`src/rtl/chart_defs.sv`:
```
// Shared definitions for the chart sequencer: sequencer states, chart geometry,
// song identifiers and the hit-slot helper.
package chart_defs;

    localparam int CHART_LEN = 100;
    localparam int NUM_LANES = 3;

    localparam logic [4:0] SONG_TAKE_ON_ME                 = 5'd3;
    localparam logic [4:0] SONG_THROUGH_THE_FIRE_AND_FLAMES = 5'd15;

    typedef enum logic [2:0] {
        ST_IDLE,
        ST_LOAD,
        ST_COUNTDOWN,
        ST_PLAY,
        ST_DONE
    } seq_state_e;

    // Lane 0 = red, 1 = yellow, 2 = blue; bit CHART_LEN-1 is the hit slot.
    typedef logic [NUM_LANES-1:0][CHART_LEN-1:0] lanes_t;

    function automatic logic note_at_hit_slot(input lanes_t lanes);
        logic any;
        any = 1'b0;
        for (int l = 0; l < NUM_LANES; l++) begin
            any = any | lanes[l][CHART_LEN-1];
        end
        return any;
    endfunction

endpackage

```
`src/rtl/slot_timer.sv`:
```
// Beat divider: counts 0..TICKS_PER_SLOT-1 and flags the terminal count as a
// slot event; clear wins over hold, hold freezes the count and masks the event.
module slot_timer #(
    parameter int TICKS_PER_SLOT = 12_500_000
) (
    input  logic clk,
    input  logic reset,
    input  logic clear_i,
    input  logic hold_i,
    output logic slot_event_o
);

    localparam int CW = (TICKS_PER_SLOT > 1) ? $clog2(TICKS_PER_SLOT) : 1;
    localparam logic [CW-1:0] TERM = CW'(TICKS_PER_SLOT - 1);

    logic [CW-1:0] count_q, count_d;

    always_comb begin
        // NOTE: every combinational output gets its default before any branch,
        // so no path leaves it unassigned and no latch is inferred.
        count_d = count_q;
        if (clear_i) begin
            count_d = '0;
        end else if (!hold_i) begin
            count_d = (count_q == TERM) ? '0 : count_q + 1'b1;
        end
    end

    // NOTE: state registers use non-blocking assignments so every flop samples
    // the pre-edge values regardless of process ordering.
    always_ff @(posedge clk or posedge reset) begin
        if (reset) begin
            count_q <= '0;
        end else begin
            count_q <= count_d;
        end
    end

    assign slot_event_o = !clear_i && !hold_i && (count_q == TERM);

endmodule

```
`src/rtl/chart_sequencer.sv`:
```
// Plays one song chart slot-by-slot: latches the song select, captures the
// loader's lane vectors, counts in, then shifts one slot per beat.
module chart_sequencer
    import chart_defs::*;
#(
    parameter int TICKS_PER_SLOT  = 12_500_000,
    parameter int WINDOW          = 10,
    parameter int COUNTDOWN_SLOTS = 4
) (
    input  logic                 clk,
    input  logic                 reset,
    input  logic                 start,
    input  logic                 pause,
    input  logic [4:0]           song_req,
    output logic [4:0]           loader_song_select,
    input  logic [CHART_LEN-1:0] loader_red,
    input  logic [CHART_LEN-1:0] loader_yellow,
    input  logic [CHART_LEN-1:0] loader_blue,
    input  logic [7:0]           loader_total_notes,
    output logic [WINDOW-1:0]    win_red,
    output logic [WINDOW-1:0]    win_yellow,
    output logic [WINDOW-1:0]    win_blue,
    output logic                 slot_tick,
    output logic [6:0]           slot_index,
    output logic [7:0]           notes_left,
    output logic                 busy,
    output logic                 song_done
);

    // The count-in spans COUNTDOWN_SLOTS periods including the first PLAY
    // period, so COUNTDOWN itself consumes one slot event fewer.
    localparam int CD_LAST = (COUNTDOWN_SLOTS > 1) ? COUNTDOWN_SLOTS - 2 : 0;
    localparam int CDW     = (COUNTDOWN_SLOTS > 2) ? $clog2(COUNTDOWN_SLOTS - 1) : 1;

    seq_state_e   state_q, state_d;
    logic [4:0]   select_q, select_d;
    lanes_t       lanes_q, lanes_d;
    logic [6:0]   index_q, index_d;
    logic [7:0]   notes_q, notes_d;
    logic [CDW-1:0] cd_q, cd_d;
    logic         busy_q;
    logic         timer_clear;
    logic         slot_event;

    assign timer_clear = (state_q != ST_COUNTDOWN) && (state_q != ST_PLAY);

    slot_timer #(
        .TICKS_PER_SLOT(TICKS_PER_SLOT)
    ) u_slot_timer (
        .clk          (clk),
        .reset        (reset),
        .clear_i      (timer_clear),
        .hold_i       (pause),
        .slot_event_o (slot_event)
    );

    always_comb begin
        state_d  = state_q;
        select_d = select_q;
        lanes_d  = lanes_q;
        index_d  = index_q;
        notes_d  = notes_q;
        cd_d     = cd_q;

        unique case (state_q)
            ST_IDLE: begin
                if (start) begin
                    select_d = song_req;
                    state_d  = ST_LOAD;
                end
            end
            ST_LOAD: begin
                lanes_d = {loader_blue, loader_yellow, loader_red};
                notes_d = loader_total_notes;
                cd_d    = '0;
                if (loader_total_notes == 8'd0) begin
                    state_d = ST_DONE;
                end else if (COUNTDOWN_SLOTS < 2) begin
                    state_d = ST_PLAY;
                end else begin
                    state_d = ST_COUNTDOWN;
                end
            end
            ST_COUNTDOWN: begin
                if (slot_event) begin
                    if (cd_q == CDW'(CD_LAST)) begin
                        state_d = ST_PLAY;
                    end else begin
                        cd_d = cd_q + 1'b1;
                    end
                end
            end
            ST_PLAY: begin
                if (slot_event) begin
                    for (int l = 0; l < NUM_LANES; l++) begin
                        lanes_d[l] = {lanes_q[l][CHART_LEN-2:0], 1'b0};
                    end
                    index_d = index_q + 7'd1;
                    if (note_at_hit_slot(lanes_q) && notes_q != 8'd0) begin
                        notes_d = notes_q - 8'd1;
                    end
                    if (index_q == 7'(CHART_LEN - 1)) begin
                        state_d = ST_DONE;
                    end
                end
            end
            ST_DONE: begin
                lanes_d = '0;
                index_d = '0;
                state_d = ST_IDLE;
            end
            default: state_d = ST_IDLE;
        endcase
    end

    always_ff @(posedge clk or posedge reset) begin
        if (reset) begin
            state_q  <= ST_IDLE;
            select_q <= '0;
            lanes_q  <= '0;
            index_q  <= '0;
            notes_q  <= '0;
            cd_q     <= '0;
            busy_q   <= 1'b0;
        end else begin
            state_q  <= state_d;
            select_q <= select_d;
            lanes_q  <= lanes_d;
            index_q  <= index_d;
            notes_q  <= notes_d;
            cd_q     <= cd_d;
            busy_q   <= (state_d == ST_LOAD) || (state_d == ST_COUNTDOWN) ||
                        (state_d == ST_PLAY);
        end
    end

    assign loader_song_select = select_q;
    assign win_red            = lanes_q[0][CHART_LEN-1 -: WINDOW];
    assign win_yellow         = lanes_q[1][CHART_LEN-1 -: WINDOW];
    assign win_blue           = lanes_q[2][CHART_LEN-1 -: WINDOW];
    assign slot_index         = index_q;
    assign notes_left         = notes_q;
    assign busy               = busy_q;
    assign slot_tick          = (state_q == ST_PLAY) && slot_event;
    assign song_done          = (state_q == ST_DONE);

endmodule
```
`config.mk`:
```
export PLATFORM = sky130hd
export DESIGN_NAME = chart_sequencer
export DESIGN_NICKNAME = d
export VERILOG_FILES = /design/src/rtl/chart_defs.sv /design/src/rtl/slot_timer.sv /design/src/rtl/chart_sequencer.sv
export SDC_FILE = /design/constraint.sdc
export NUM_CORES = 1
export LEC_CHECK = 0
export CORE_AREA = 2 2 175 177
export DETAILED_ROUTE_END_ITERATION = 10
export DIE_AREA = 0 0 177 179
export GPL_ROUTABILITY_DRIVEN = 0
export HOLD_SLACK_MARGIN = 0.05
export PLACE_DENSITY = 0.85
export SLEW_MARGIN = 15
export SYNTH_ARGS = -nofsm -noshare
export SYNTH_HDL_FRONTEND = slang
export SYNTH_HIERARCHICAL = 1
export SYNTH_SLANG_ARGS = --single-unit
```
`constraint.sdc`:
```
create_clock -name clk -period 18.97 [get_ports clk]
set_input_delay 3.794 -clock clk [delete_from_list [all_inputs] [get_ports clk]]
set_output_delay 3.794 -clock clk [all_outputs]
set_load 0.01 [all_outputs]
```
==> flow_metrics.tcl <==
set metrics [dict create \
    status "completed" \
    fill_cells 2246 \
    grt_pass1_vias 13440 \
    period_share_pct 55.84 \
    synthAdderAreaFrac_pct 0.3879 \
    drt-initial-drc-count 1216 \
    grt_use_total_pct 26.51 \
    area_delta_synth_final_pct 29.62 \
    worst_setup_path_start_kind "primary input" \
    synth_edf_count 0 \
    slew-limit-headroom_pct 23.28 \
    endpoint_kind "output port" \
    synth_async_sr_flop_share_pct 100.0 \
    multi_input_area_um2 6481 \
    clkTransAtPathRegs_ps 50 \
    io_buffers 369 \
    maxCapViolations 0 \
    synth.distinct_cells 68 \
    p_per_area_nw_per_um2 91.88 \
    synth-compound-area-share_pct 26.55 \
    cts_buffers 38 \
    hold_violations 0 \
    final_cell_area_um2 20900 \
    regArea_um2 8758 \
    fin_setup_tns_ps 0 \
    drt-total-wl_um 43540 \
    cp_cell_sequence "clkdlybuf4s50_1 -> nor3_1 -> nand4b_1 -> inv_1 -> clkdlybuf4s50_1" \
    postCtsSetupBuffers 0 \
    clock_skew_ps 17.65 \
    rows 64 \
    fp.dieArea_um2 31680 \
    ir_drop_mv 0.05510 \
    crit_required_ps 15180 \
    cts_tree "built" \
    grt_overflow 0 \
    final_nets 2253 \
    vias 13940 \
    cts_buffer_depth 3 \
    cts_resized 0 \
    hold_class "reg -> reg" \
    synth_mux_area_share_pct 0.5431 \
    path_common_cell "clkdlybuf4s50_1" \
    initial_core_util_pct 53.70 \
    layout_commonest_cell "clkdlybuf4s50_1" \
    wl_per_cell_um 18.43 \
    power.leakage_nw 8.571 \
    drc_errors 0 \
    coreArea_um2 30030 \
    die_w_um 177 \
    path_max_fanout 24 \
    syn_inst 1685 \
    post_dp_cell_area_um2 19620 \
    hpwl_um 28420 \
    worst_slew_pin_slew_ps 1151 \
    ant_nets 0 \
    synth_seq_area_share_pct 54.31 \
    syn_nets 2007 \
    min_period_ps 10590 \
    antenna_found_initial 4 \
    ys_ff_latch 350 \
    die_y_um 179 \
    clock_sinks 350 \
    crit_slowest_cell "clkdlybuf4s50_1" \
    synth_xor_area_share_pct 0.4345 \
    rsz0062_at_grt "no" \
    syn_area_um2 16130 \
    synth_top_family_by_area "compound AO/OA/AOI/OAI gates" \
    syn-mean-instance-area_um2 9.571 \
    viasPerCell 5.900 \
    slew_violations 0 \
    io_pins 370 \
    ctsRootBufferMaster "clkbuf_16" \
    arrival_ps 6800 \
    synth-simple-area-share_pct 12.15 \
    cp_slowest_stage_delay_ps 850 \
    drive_above_1_share_pct 5.099 \
    cts_htree_levels 2 \
    grt_max_degree 265 \
    ys_dominant_reg_cell "dfrtp_1" \
    crit_type "in -> out" \
    dr.pass1.iters 6 \
    layout_common_cells "clkdlybuf4s50_1, dfrtp_1, nand2_1" \
    setup_viol 0 \
    postCtsHoldBufs 0 \
    fmax_mhz 94.41 \
    clock_latency_ps 520 \
    yosysWarningCount 6 \
    grt_first_pass_wirelength_um 68210 \
]
area by class of cell:
| class | count | area share [%] |
|---|---|---|
| diodes | 5 | 0.05986 |
| clock buffers | 54 | 5.363 |
| clock inverters | 16 | 0.7302 |
| inverters | 19 | 0.3771 |
| multi-input cells | 1140 | 31.00 |
| flip-flops and latches | 350 | 41.90 |
| well taps | 396 | 2.370 |
| repair buffers | 382 | 18.20 |
state kept, by name (all words and copies together) (netlist names):
name                  count
lanes_q                 270
u_slot_timer/count_q     24
win_blue                 10
win_red                  10
win_yellow               10
notes_left                8
slot_index                7
loader_song_select        5
state_q                   3
cd_q                      2
busy                      1
cells in the mapped netlist (3+ instances only):
| library cell | number | area share [%] |
|---|---|---|
| o21ai_0 | 77 | 2.4 |
| clkbuf_1 | 93 | 2.2 |
| nand2_1 | 324 | 7.5 |
| nand4_1 | 10 | 0.39 |
| a22oi_1 | 299 | 14 |
| nor2_1 | 25 | 0.58 |
| buf_1 | 15 | 0.35 |
| ha_1 | 5 | 0.39 |
| nand2b_1 | 4 | 0.16 |
| buf_2 | 35 | 1.1 |
| dfrtp_1 | 350 | 54 |
| o22ai_1 | 4 | 0.16 |
| nand3_1 | 18 | 0.56 |
| a21oi_1 | 22 | 0.68 |
| xor2_1 | 4 | 0.22 |
| a311oi_1 | 5 | 0.27 |
| a22o_1 | 3 | 0.16 |
| or4_1 | 3 | 0.14 |
| xnor2_1 | 4 | 0.22 |
| nor2b_1 | 5 | 0.19 |
| nor4_1 | 9 | 0.35 |
| nor3_1 | 11 | 0.34 |
| a21o_1 | 3 | 0.14 |
| or3_1 | 6 | 0.23 |
| o32ai_1 | 7 | 0.38 |
| and3_1 | 4 | 0.16 |
| and4_1 | 3 | 0.16 |
| o21ai_1 | 230 | 7.1 |
| a32o_1 | 5 | 0.31 |
| inv_1 | 17 | 0.40 |
| mux2_2 | 6 | 0.42 |
| buf_4 | 31 | 1.4 |
report_power, final:
group	total, W	switching [W]	internal, W
combinational	0.000340	0.000191	0.000148
clock	0.000747	0.000306	0.000441
sequential	0.000834	0.0000388	0.000795
total	0.00192	0.000536	0.00138
path summary, 6_finish.rpt:
kind                            cells after the start          from  slack (ps)            to
worst max-delay path                                5         pause        8380     slot_tick
max in group asynchronous                           4         reset       12910  lanes_q[202]
min in group asynchronous                           2         reset        3840   win_blue[7]
worst max register to register                      8    state_q[2]       13730  lanes_q[188]
worst min register to register                      2  lanes_q[218]         480  lanes_q[218]
worst min-delay path                                2  lanes_q[218]         480  lanes_q[218]
logic make-up (layout without fill, tap and decap cells):
logic type      count (synthesis)  in the layout
compound gates                673            673
xor+xnor                        8              8
fa+ha+maj                       5              5
buf+inv                       195            471
flops                         350            350
mux                             8              8
other cells                     0              5
simple gates                  446            446
per-stage QoR:
stage | std cells | hold WS (ps) | total power, W | util (%) | worst slack, ps
5_1_grt | 2361 | 505.5 | 0.002009 | 69.60 | 8111
3_3_place_gp | 2287 | 460.0 | 0.001171 | 65.33 | 8560
2_1_floorplan | 1685 | 450.2 | 0.001048 | - | 6150
4_1_cts | 2357 | 482.7 | 0.001932 | 69.57 | 8456
3_5_place_dp | 2287 | 474.0 | 0.001185 | 65.33 | 8453
6_report | 2362 | 477.8 | 0.001921 | 69.61 | 8378
critical path, delay by kind of cell:
kind / cells / cell delay [ps]
AND/OR/NAND/NOR: 2 / 1380
buffers and inverters: 3 / 1620
layer usage:
layer / up-vias / track usage [%] / routed length (um)
li1: 6601 / - / -
met3: 110 / 6.870 / 3537
met4: 0 / 10.37 / 1417
met1: 6667 / 33.54 / 16860
met2: 557 / 43.76 / 21720
met5: - / 0 / 0
Power figures use the tool's default switching activity.
